===== src/rtl/overlay_motion_if.sv =====
// overlay_motion_if: control inputs and registered overlay position/status outputs of the motion sequencer
interface overlay_motion_if;
   logic       frame_start;
   logic       run;
   logic       step;
   logic [6:0] origin_x;
   logic [5:0] origin_y;
   logic [2:0] color_idx;
   logic       overlay_en;
   logic       bounce_x;
   logic       bounce_y;
   modport master (
      output frame_start, run, step,
      input  origin_x, origin_y, color_idx, overlay_en, bounce_x, bounce_y
   );
   modport slave (
      input  frame_start, run, step,
      output origin_x, origin_y, color_idx, overlay_en, bounce_x, bounce_y
   );
endinterface


===== src/rtl/overlay_motion_ctrl.sv =====
// overlay_motion_ctrl: frame-synchronous bouncing-banner sequencer for the text overlay origin
module overlay_motion_ctrl #(
   parameter int TEXT_W_CELLS    = 61,
   parameter int TEXT_H_CELLS    = 10,
   parameter int SCREEN_W_CELLS  = 80,
   parameter int SCREEN_H_CELLS  = 60,
   parameter int INIT_X          = 11,
   parameter int INIT_Y          = 38,
   parameter int FRAMES_PER_STEP = 1,
   parameter int BLINK_FRAMES    = 30
) (
   input logic clk,
   input logic rst,
   overlay_motion_if.slave bus
);
   localparam logic [6:0] MAX_X = 7'(SCREEN_W_CELLS - TEXT_W_CELLS);
   localparam logic [5:0] MAX_Y = 6'(SCREEN_H_CELLS - TEXT_H_CELLS);
   localparam int DIV_W = FRAMES_PER_STEP > 1 ? $clog2(FRAMES_PER_STEP) : 1;
   localparam int BLK_W = BLINK_FRAMES > 1 ? $clog2(BLINK_FRAMES) : 1;
   localparam logic [DIV_W-1:0] DIV_LAST = DIV_W'(FRAMES_PER_STEP - 1);
   localparam logic [BLK_W-1:0] BLK_LAST = BLK_W'(BLINK_FRAMES - 1);

   typedef enum logic [1:0] {HOLD, RUN, BLINK} state_t;

   state_t           state, state_nx;
   logic [DIV_W-1:0] div;
   logic [BLK_W-1:0] blink_cnt;
   logic             step_pending;
   logic             dir_x, dir_y;
   logic             move, corner, blink_last;
   logic             bx, by, ndx, ndy;
   logic [6:0]       nx;
   logic [5:0]       ny;

   always_ff @(posedge clk or posedge rst)
      if (rst) state <= HOLD;
      else     state <= state_nx;

   always_comb begin
      state_nx = state;
      case (state)
         HOLD:    state_nx = move && corner ? BLINK : bus.run ? RUN : HOLD;
         RUN:     state_nx = !bus.run ? HOLD : move && corner ? BLINK : RUN;
         BLINK:   state_nx = bus.frame_start && blink_last ? (bus.run ? RUN : HOLD) : BLINK;
         default: state_nx = HOLD;
      endcase
   end

   // A bounce reverses direction and steps one cell the new way; a zero range freezes the axis
   always_comb begin
      blink_last = blink_cnt == BLK_LAST;
      move   = bus.frame_start && (state == HOLD ? (step_pending || bus.step)
                                                 : state == RUN && bus.run && div == DIV_LAST);
      bx     = MAX_X != 7'd0 && (dir_x ? bus.origin_x == MAX_X : bus.origin_x == 7'd0);
      by     = MAX_Y != 6'd0 && (dir_y ? bus.origin_y == MAX_Y : bus.origin_y == 6'd0);
      ndx    = bx ? ~dir_x : dir_x;
      ndy    = by ? ~dir_y : dir_y;
      nx     = MAX_X == 7'd0 ? bus.origin_x : ndx ? bus.origin_x + 7'd1 : bus.origin_x - 7'd1;
      ny     = MAX_Y == 6'd0 ? bus.origin_y : ndy ? bus.origin_y + 6'd1 : bus.origin_y - 6'd1;
      corner = bx && by;
   end

   always_ff @(posedge clk or posedge rst)
      if (rst) begin
         bus.origin_x   <= 7'(INIT_X);
         bus.origin_y   <= 6'(INIT_Y);
         dir_x          <= 1'b1;
         dir_y          <= 1'b1;
         bus.color_idx  <= 3'd0;
         bus.overlay_en <= 1'b1;
         bus.bounce_x   <= 1'b0;
         bus.bounce_y   <= 1'b0;
         div            <= '0;
         blink_cnt      <= '0;
         step_pending   <= 1'b0;
      end else begin
         bus.bounce_x <= move && bx;
         bus.bounce_y <= move && by;
         if (move) begin
            bus.origin_x <= nx;
            bus.origin_y <= ny;
            dir_x        <= ndx;
            dir_y        <= ndy;
            if (bx || by) bus.color_idx <= bus.color_idx + 3'd1;
         end
         step_pending <= state != HOLD ? 1'b0
                       : bus.frame_start && (step_pending || bus.step) ? 1'b0
                       : step_pending || bus.step;
         if (state == RUN)
            div <= !bus.run ? '0 : bus.frame_start ? (div == DIV_LAST ? '0 : div + 1'b1) : div;
         else if (state == BLINK && bus.frame_start && blink_last)
            div <= '0;
         blink_cnt <= state != BLINK ? '0 : bus.frame_start ? blink_cnt + 1'b1 : blink_cnt;
         if (state == BLINK && bus.frame_start)
            bus.overlay_en <= blink_last ? 1'b1 : ~bus.overlay_en;
      end
endmodule

===== src/flat_wrapper.sv =====
// flat-port wrapper written by rule: the top's interface ports become plain ports
module overlay_motion_ctrl_flat 
#(
   parameter int TEXT_W_CELLS    = 61,
   parameter int TEXT_H_CELLS    = 10,
   parameter int SCREEN_W_CELLS  = 80,
   parameter int SCREEN_H_CELLS  = 60,
   parameter int INIT_X          = 11,
   parameter int INIT_Y          = 38,
   parameter int FRAMES_PER_STEP = 1,
   parameter int BLINK_FRAMES    = 30
)
  (clk, rst, bus_frame_start, bus_run, bus_step, bus_origin_x, bus_origin_y, bus_color_idx, bus_overlay_en, bus_bounce_x, bus_bounce_y);
  overlay_motion_if bus_i ();
  input logic clk;
  input logic rst;
  input wire logic [$bits(bus_i.frame_start)-1:0] bus_frame_start;
  input wire logic [$bits(bus_i.run)-1:0] bus_run;
  input wire logic [$bits(bus_i.step)-1:0] bus_step;
  output wire logic [$bits(bus_i.origin_x)-1:0] bus_origin_x;
  output wire logic [$bits(bus_i.origin_y)-1:0] bus_origin_y;
  output wire logic [$bits(bus_i.color_idx)-1:0] bus_color_idx;
  output wire logic [$bits(bus_i.overlay_en)-1:0] bus_overlay_en;
  output wire logic [$bits(bus_i.bounce_x)-1:0] bus_bounce_x;
  output wire logic [$bits(bus_i.bounce_y)-1:0] bus_bounce_y;
  assign bus_i.frame_start = bus_frame_start;
  assign bus_i.run = bus_run;
  assign bus_i.step = bus_step;
  assign bus_origin_x = bus_i.origin_x;
  assign bus_origin_y = bus_i.origin_y;
  assign bus_color_idx = bus_i.color_idx;
  assign bus_overlay_en = bus_i.overlay_en;
  assign bus_bounce_x = bus_i.bounce_x;
  assign bus_bounce_y = bus_i.bounce_y;
  overlay_motion_ctrl #(.TEXT_W_CELLS(TEXT_W_CELLS), .TEXT_H_CELLS(TEXT_H_CELLS), .SCREEN_W_CELLS(SCREEN_W_CELLS), .SCREEN_H_CELLS(SCREEN_H_CELLS), .INIT_X(INIT_X), .INIT_Y(INIT_Y), .FRAMES_PER_STEP(FRAMES_PER_STEP), .BLINK_FRAMES(BLINK_FRAMES)) u_core (.clk(clk), .rst(rst), .bus(bus_i));
endmodule

===== config.mk =====
export PLATFORM = sky130hd
export DESIGN_NAME = overlay_motion_ctrl_flat
export DESIGN_NICKNAME = d
export VERILOG_FILES = /design/src/rtl/overlay_motion_if.sv /design/src/rtl/overlay_motion_ctrl.sv /design/src/flat_wrapper.sv
export SDC_FILE = /design/constraint.sdc
export NUM_CORES = 1
export LEC_CHECK = 0
export BUFFER_PORTS_ARGS = -buffer_cell sky130_fd_sc_hd__buf_2
export CORE_ASPECT_RATIO = 1.2
export CORE_MARGIN = 5
export CORE_UTILIZATION = 35
export DETAILED_ROUTE_END_ITERATION = 10
export PLACE_DENSITY = 0.52
export SYNTH_ARGS = -nofsm -noshare
export SYNTH_HDL_FRONTEND = slang
export SYNTH_SLANG_ARGS = --single-unit

===== constraint.sdc =====
create_clock -name clk -period 2.5 [get_ports clk]
set_clock_uncertainty 0.05 [all_clocks]
set_input_delay 0.25 -clock clk [delete_from_list [all_inputs] [get_ports clk]]
set_output_delay 0.25 -clock clk [all_outputs]
set_load 0.01 [all_outputs]

==> impl_metrics.json, run 1 <==
{
  "die_area_sq_um": 6562,
  "synthCells": 178,
  "async_flop_share": 1.000,
  "violations": "negative setup slack",
  "grt_first_pass_wirelength_um": 6644,
  "clk_path_buf_depth": 2,
  "synth_edf_count": 0,
  "dp_slack_ns": -0.08688,
  "synth_area_per_cell_sq_um": 9.904,
  "path_class": "reg2reg",
  "grt.total_usage": 0.1316,
  "fp-row-count": 28,
  "root_buffer": "clkbuf_8",
  "synth_area_sq_um": 1763,
  "final_cell_mix": "buf_4 (30), buf_2 (23), dfrtp_1 (20), nand2_1 (14), inv_1 (12)",
  "final_nets": 252,
  "drive_above_1_share": 0.4060,
  "clockPowerShare": 0.107,
  "final-max-slew-violation-count": 0,
  "wire_per_inst_um": 13.64,
  "fmax_mhz": 389.2,
  "worstSkewPairLatency_ns": 0.28,
  "setup_violations": 1,
  "syn_nets": 197,
  "max_slew_margin": 0.7550,
  "switching_share": 0.4016,
  "p_int_mw": 2.202,
  "status": "complete, but fails checks",
  "min_period_ns": 2.569,
  "drt_wl_total_um": 4011,
  "cts_buffers": 5,
  "min_path_type": "in2reg",
  "num_vias": 1489,
  "ant_nets": 0,
  "maxCapViolations": 0,
  "ys_types": 47,
  "first_iter_violations": 57,
  "grt_max_degree": 30,
  "dp_cells": 281,
  "drt-pass1-iter-count": 4,
  "place_congestion": 0.8202,
  "max_slew.worst_pin.slew_ns": 0.3674,
  "fill_cells": 492,
  "end_kind": "flop",
  "power-per-cell-area_nw_per_um2": 1531,
  "p_comb_frac": 0.659,
  "grt_antenna_before_repair": 0,
  "hpwl_um": 2963,
  "worst_setup_path_start_kind": "flop",
  "power_leakage_nw": 1.099,
  "syn_to_final_growth_pct": 36.34,
  "ios": 24,
  "crit_fanout": 6,
  "required_ns": 2.66,
  "cts_sinks": 29,
  "grt_pass1_vias": 1494,
  "path_clk_slew_ns": 0.06,
  "switching_power_mw": 1.478,
  "cts_tree": "done",
  "synth_seq_cells": 29,
  "die_w_um": 74.79,
  "whs_ns": 0.1561,
  "fin_crit_sh": 1.028,
  "yosysWarnings": 0,
  "rsz0062_at_grt": "true",
  "final_cells": 294,
  "final_common_cell": "buf_4",
  "register_area_sq_um": 737.0,
  "n_antenna_cell": 0,
  "multi_input_area_sq_um": 1100,
  "dieHeight_um": 87.75,
  "initial_core_util": 0.3594,
  "drc_errors": 0,
  "hold_viol": 0,
  "seq_area_frac_synth": 0.4180,
  "overflow": 0,
  "cts_max_level": 2,
  "setup_ws_ns": -0.06928,
  "vias_per_cell": 5.065,
  "portBuffers": 23,
  "crit_arrival_ns": 2.73,
  "ys.flop_type": "dfrtp_1",
  "p_seq_frac": 0.234,
  "fin_util": 0.4901,
  "core_area_sq_um": 4905,
  "vdd_drop_max_mv": 0.6931
}
==> worst max-delay path, cell delays in order, from the launching register on <==
cell	delay [ns]
dfrtp_1	0.40
nor3_4	0.23
a31o_2	0.21
and3_4	0.27
ha_4	0.23
and3_4	0.17
a221o_1	0.36
o2111a_1	0.26
nor3_2	0.17
xor2_1	0.16
==> layout make-up <==
type | count | area share
well taps | 60 | 0.03123
flip-flops and latches | 29 | 0.3066
repair buffers | 54 | 0.1458
inverters | 13 | 0.02134
clock buffers | 8 | 0.03748
multi-input cells | 130 | 0.4576
==> power by group through the flow <==
stage / combinational, mW / sequential (mW) / clock (mW)
floorplan: 1.28 / 0.940 / 0
global placement: 2.05 / 0.841 / 0
detailed placement: 2.11 / 0.849 / 0
finish: 2.43 / 0.859 / 0.395
CTS: 2.22 / 0.863 / 0.413
global route: 2.66 / 0.888 / 0.440
==> cell usage after synthesis, types with 2 or more instances <==
cell type / instances / share of area
nand3_1: 3 / 0.0085
nand2_1: 15 / 0.032
xnor2_1: 7 / 0.035
nor2_1: 11 / 0.023
ha_1: 12 / 0.085
nand4_1: 4 / 0.014
nor3_1: 4 / 0.011
nor2b_1: 2 / 0.0071
nor4b_1: 2 / 0.0099
a211oi_1: 2 / 0.0085
nor4_1: 4 / 0.014
clkbuf_1: 2 / 0.0043
o21ai_0: 11 / 0.031
nand2b_1: 2 / 0.0071
dfrtp_1: 20 / 0.28
fa_1: 2 / 0.023
inv_1: 12 / 0.026
and4_1: 2 / 0.0099
and2_1: 2 / 0.0071
buf_6: 3 / 0.019
a21o_1: 5 / 0.021
xor2_1: 9 / 0.045
o21ai_1: 3 / 0.0085
a21oi_1: 4 / 0.011
nor3b_1: 3 / 0.013
dfstp_2: 9 / 0.13
and3_1: 3 / 0.011
==> stage by stage <==
stage | TNS, ns | cell area [sq um] | power, mW
after detailed placement | -0.1676 | 2176 | 2.960
after global routing | -0.2479 | 2404 | 3.990
after CTS | -0.08118 | 2323 | 3.492
after global placement | -0.05174 | 2176 | 2.886
final | -0.06928 | 2404 | 3.679
after floorplan | -0.07171 | 1847 | 2.219
==> kinds of logic (layout without fill, tap and decap cells) <==
family,count (synthesis),count (layout),share of synthesized area
multiplexers,2,2,0.01277
adder cells (fa/ha/maj),14,14,0.1079
flip-flops,29,29,0.4180
AND/OR/NAND/NOR,61,61,0.1874
buffers and inverters,19,75,0.05536
XOR/XNOR,16,16,0.07949
AO/OA/AOI/OAI,37,37,0.1391
==> state kept, by name (all words and copies together), names as in the netlist <==
signal and cells:
u_core.bus.origin_x 7, u_core.bus.origin_y 6, u_core.blink_cnt 5, u_core.bus.color_idx 3, u_core.state 2, u_core.bus.bounce_x 1
u_core.bus.bounce_y 1, u_core.bus.overlay_en 1, u_core.dir_x 1, u_core.dir_y 1, u_core.step_pending 1
==> worst paths after layout <==
kind / startpoint / endpoint / slack (ns) / cells past startpoint
worst max-delay path: u_core.bus.origin_y[0]$_DFFE_PP0P_ / u_core.bus.origin_y[5]$_DFFE_PP1P_ / -0.07 / 9
worst min-delay path: bus_run / u_core.state[0]$_DFF_PP0_ / 0.16 / 2
worst max register to register: u_core.bus.origin_y[0]$_DFFE_PP0P_ / u_core.bus.origin_y[5]$_DFFE_PP1P_ / -0.07 / 9
worst min register to register: u_core.bus.color_idx[2]$_DFFE_PP0P_ / u_core.bus.color_idx[2]$_DFFE_PP0P_ / 0.42 / 1
max in group asynchronous: rst / u_core.bus.origin_x[1]$_DFFE_PP1P_ / 1.55 / 4
min in group asynchronous: rst / u_core.blink_cnt[4]$_DFFE_PP0P_ / 0.52 / 4
==> layer usage <==
| layer | track usage | share of wire |
|---|---|---|
| met5 | 0 | 0 |
| met4 | 0.03398 | 0.0047 |
| met3 | 0.04018 | 0.036 |
| met2 | 0.2262 | 0.52 |
| met1 | 0.1586 | 0.44 |
==> repair_timing <==
item	4_1_cts	5_1_grt
endpoints found under the hold margin	17	0
buffers inserted	2	2
pin swaps	0	6
resized for setup	4	10
endpoints found under the setup margin	3	3
hold buffers	1	0
No activity file was read; power rests on OpenSTA's default activity.
==> run 2: changes to the inputs <==
==> constraint.sdc (replaced) <==
create_clock -name clk -period 2.5 [get_ports clk]
set_clock_uncertainty 0.05 [all_clocks]
set_input_delay 0.375 -clock clk [delete_from_list [all_inputs] [get_ports clk]]
set_output_delay 0.375 -clock clk [all_outputs]
set_load 0.01 [all_outputs]
==> run 2 against run 1 <==
- the flow still finishes with violations (negative setup slack)
- clock power rose by 8.6%
- first-iteration DRC count up 42%
- worst setup slack lost 0.027 ns
- clock-buffer cell count decreased by 1
- die area unchanged
- power decreased by 0.75%
- critical path depth unchanged
- largest power group unchanged
- wire length up 0.90%
- combinational power shrank 2%
- critical endpoint unchanged
- register-to-register slack lost 0.03 ns
==> impl_metrics.json, run 2 (synthesis gave the netlist of run 1 again) <==
{
  "reg.largest.list": "u_core.bus.origin_x x7, u_core.bus.origin_y x6, u_core.blink_cnt x5",
  "power-per-cell-area_nw_per_um2": 1527,
  "syn_to_final_growth_pct": 35.63,
  "drt-pass1-iter-count": 4,
  "first_iter_violations": 81,
  "fp-row-count": 28,
  "ant_nets": 0,
  "maxCapViolations": 0,
  "min_period_ns": 2.596,
  "path_class": "reg2reg",
  "drc_errors": 0,
  "place_area_sq_um": 2191,
  "violations": "negative setup slack",
  "hold_buffers": 0,
  "worst_setup_path_start_kind": "flop",
  "hold_viol": 0,
  "final_cells": 296,
  "root_buffer": "clkbuf_8",
  "fmax_mhz": 385.2,
  "num_vias": 1469,
  "overflow": 0,
  "power_leakage_nw": 1.108,
  "ios": 24,
  "wire_per_inst_um": 13.67,
  "place_congestion": 0.8024,
  "drt_wl_total_um": 4047,
  "worstSkewPairLatency_ns": 0.28,
  "crit_end": "u_core.bus.origin_y[5]$_DFFE_PP1P_",
  "final_cell_mix": "buf_4 (33), buf_2 (23), dfrtp_1 (20), nand2_1 (14), inv_1 (12)",
  "drive_above_1_share": 0.4068,
  "crit_fanout": 6,
  "vias_per_cell": 4.963,
  "whs_ns": 0.09900,
  "min_path_type": "in2async",
  "top_register": "u_core.bus.origin_x",
  "final_area_sq_um": 2391,
  "die_w_um": 74.79,
  "cts_buffers": 5,
  "max_slew.worst_pin.slew_ns": 0.3824,
  "final-max-slew-violation-count": 0,
  "final_common_cell": "buf_4",
  "rr_endpoint": "u_core.bus.origin_y[5]$_DFFE_PP1P_",
  "topRoutingLayerUsed": "met4",
  "end_kind": "flop",
  "cts_tree": "done",
  "grt_pass1_vias": 1447,
  "largest_reg_flops": 7,
  "initial_core_util": 0.3594,
  "vdd_drop_max_mv": 0.7025,
  "grt_max_degree": 30,
  "cp-startpoint": "u_core.bus.origin_y[0]$_DFFE_PP0P_",
  "setup_violations": 2,
  "fin_crit_sh": 1.038,
  "hpwl_um": 2971,
  "setup-tns-final_ns": -0.1459,
  "wl_met3_um": 151,
  "r2r_cells": 9,
  "max_slew_margin": 0.7423,
  "dp_slack_ns": -0.1239,
  "required_ns": 2.66,
  "core_area_sq_um": 4905,
  "setup_ws_ns": -0.09594,
  "status": "complete, but fails checks",
  "grt.total_usage": 0.1313,
  "path_clk_slew_ns": 0.06,
  "crit_arrival_ns": 2.75,
  "grt_antenna_before_repair": 0,
  "worstReg2RegStart": "u_core.bus.origin_y[0]$_DFFE_PP0P_",
  "clk_path_buf_depth": 2,
  "cts_sinks": 29,
  "grt_first_pass_wirelength_um": 6637,
  "cts_max_level": 2,
  "final_nets": 254,
  "rsz0062_at_grt": "true",
  "wl_met2_um": 2012,
  "n_antenna_cell": 0,
  "die_area_sq_um": 6562,
  "dieHeight_um": 87.75,
  "portBuffers": 23,
  "r2r_slack_ns": -0.1,
  "wl_met1_um": 1839,
  "dp_cells": 283
}
[run 2: layout make-up]
| cell class | instances | area [sq um] |
|---|---|---|
| fillers | 478 | 2514 |
| clock buffers | 7 | 96.34 |
| inverters | 13 | 51.30 |
| multi-input cells | 130 | 1064 |
| well taps | 60 | 75.07 |
| clock inverters | 1 | 5.005 |
| repair buffers | 56 | 362.8 |
| flip-flops and latches | 29 | 737.0 |
[run 2: worst max-delay path, stage by stage (launching register included)]
cell	delay [ns]
dfrtp_1	0.41
nor3_4	0.24
a31o_2	0.20
and3_4	0.25
ha_1	0.24
a21o_1	0.19
a221o_1	0.34
o2111a_1	0.26
nor3_2	0.17
xor2_1	0.16
[run 2: worst min-delay path by stage]
stage	end	slack, ns	depth (start not counted)
floorplan	u_core.blink_cnt[0]$_DFFE_PP0P_	0.40	1
global placement	u_core.bus.color_idx[2]$_DFFE_PP0P_	0.40	1
detailed placement	u_core.bus.color_idx[2]$_DFFE_PP0P_	0.41	1
CTS	u_core.bus.color_idx[0]$_DFFE_PP0P_	0.12	3
global route	u_core.blink_cnt[3]$_DFFE_PP0P_	0.16	3
finish	u_core.blink_cnt[3]$_DFFE_PP0P_	0.1	3
[run 2: repair_timing]
action | 4_1_cts | 5_1_grt
setup endpoints to repair | 3 | 3
setup buffers | 1 | 4
pin swaps | 2 | 7
gates resized for setup | 2 | 8
[run 2: power breakdown]
part           internal [mW]  switching, mW
clock network          0.248          0.180
logic                   1.26           1.11
registers              0.686          0.164
total                   2.19           1.46
[run 2: stage by stage]
| step | total power, mW | utilization |
|---|---|---|
| after floorplan | 2.219 | - |
| after global placement | 2.915 | 0.4467 |
| after detailed placement | 2.987 | 0.4467 |
| after CTS | 3.485 | 0.4719 |
| after global routing | 3.972 | 0.4875 |
| final | 3.652 | 0.4875 |
[run 2: per-layer routing]
metal / GRT usage / vias up
li1: - / 742
met1: 0.1719 / 702
met2: 0.2126 / 20
met3: 0.03330 / 5
met4: 0.03883 / 0
met5: 0 / -
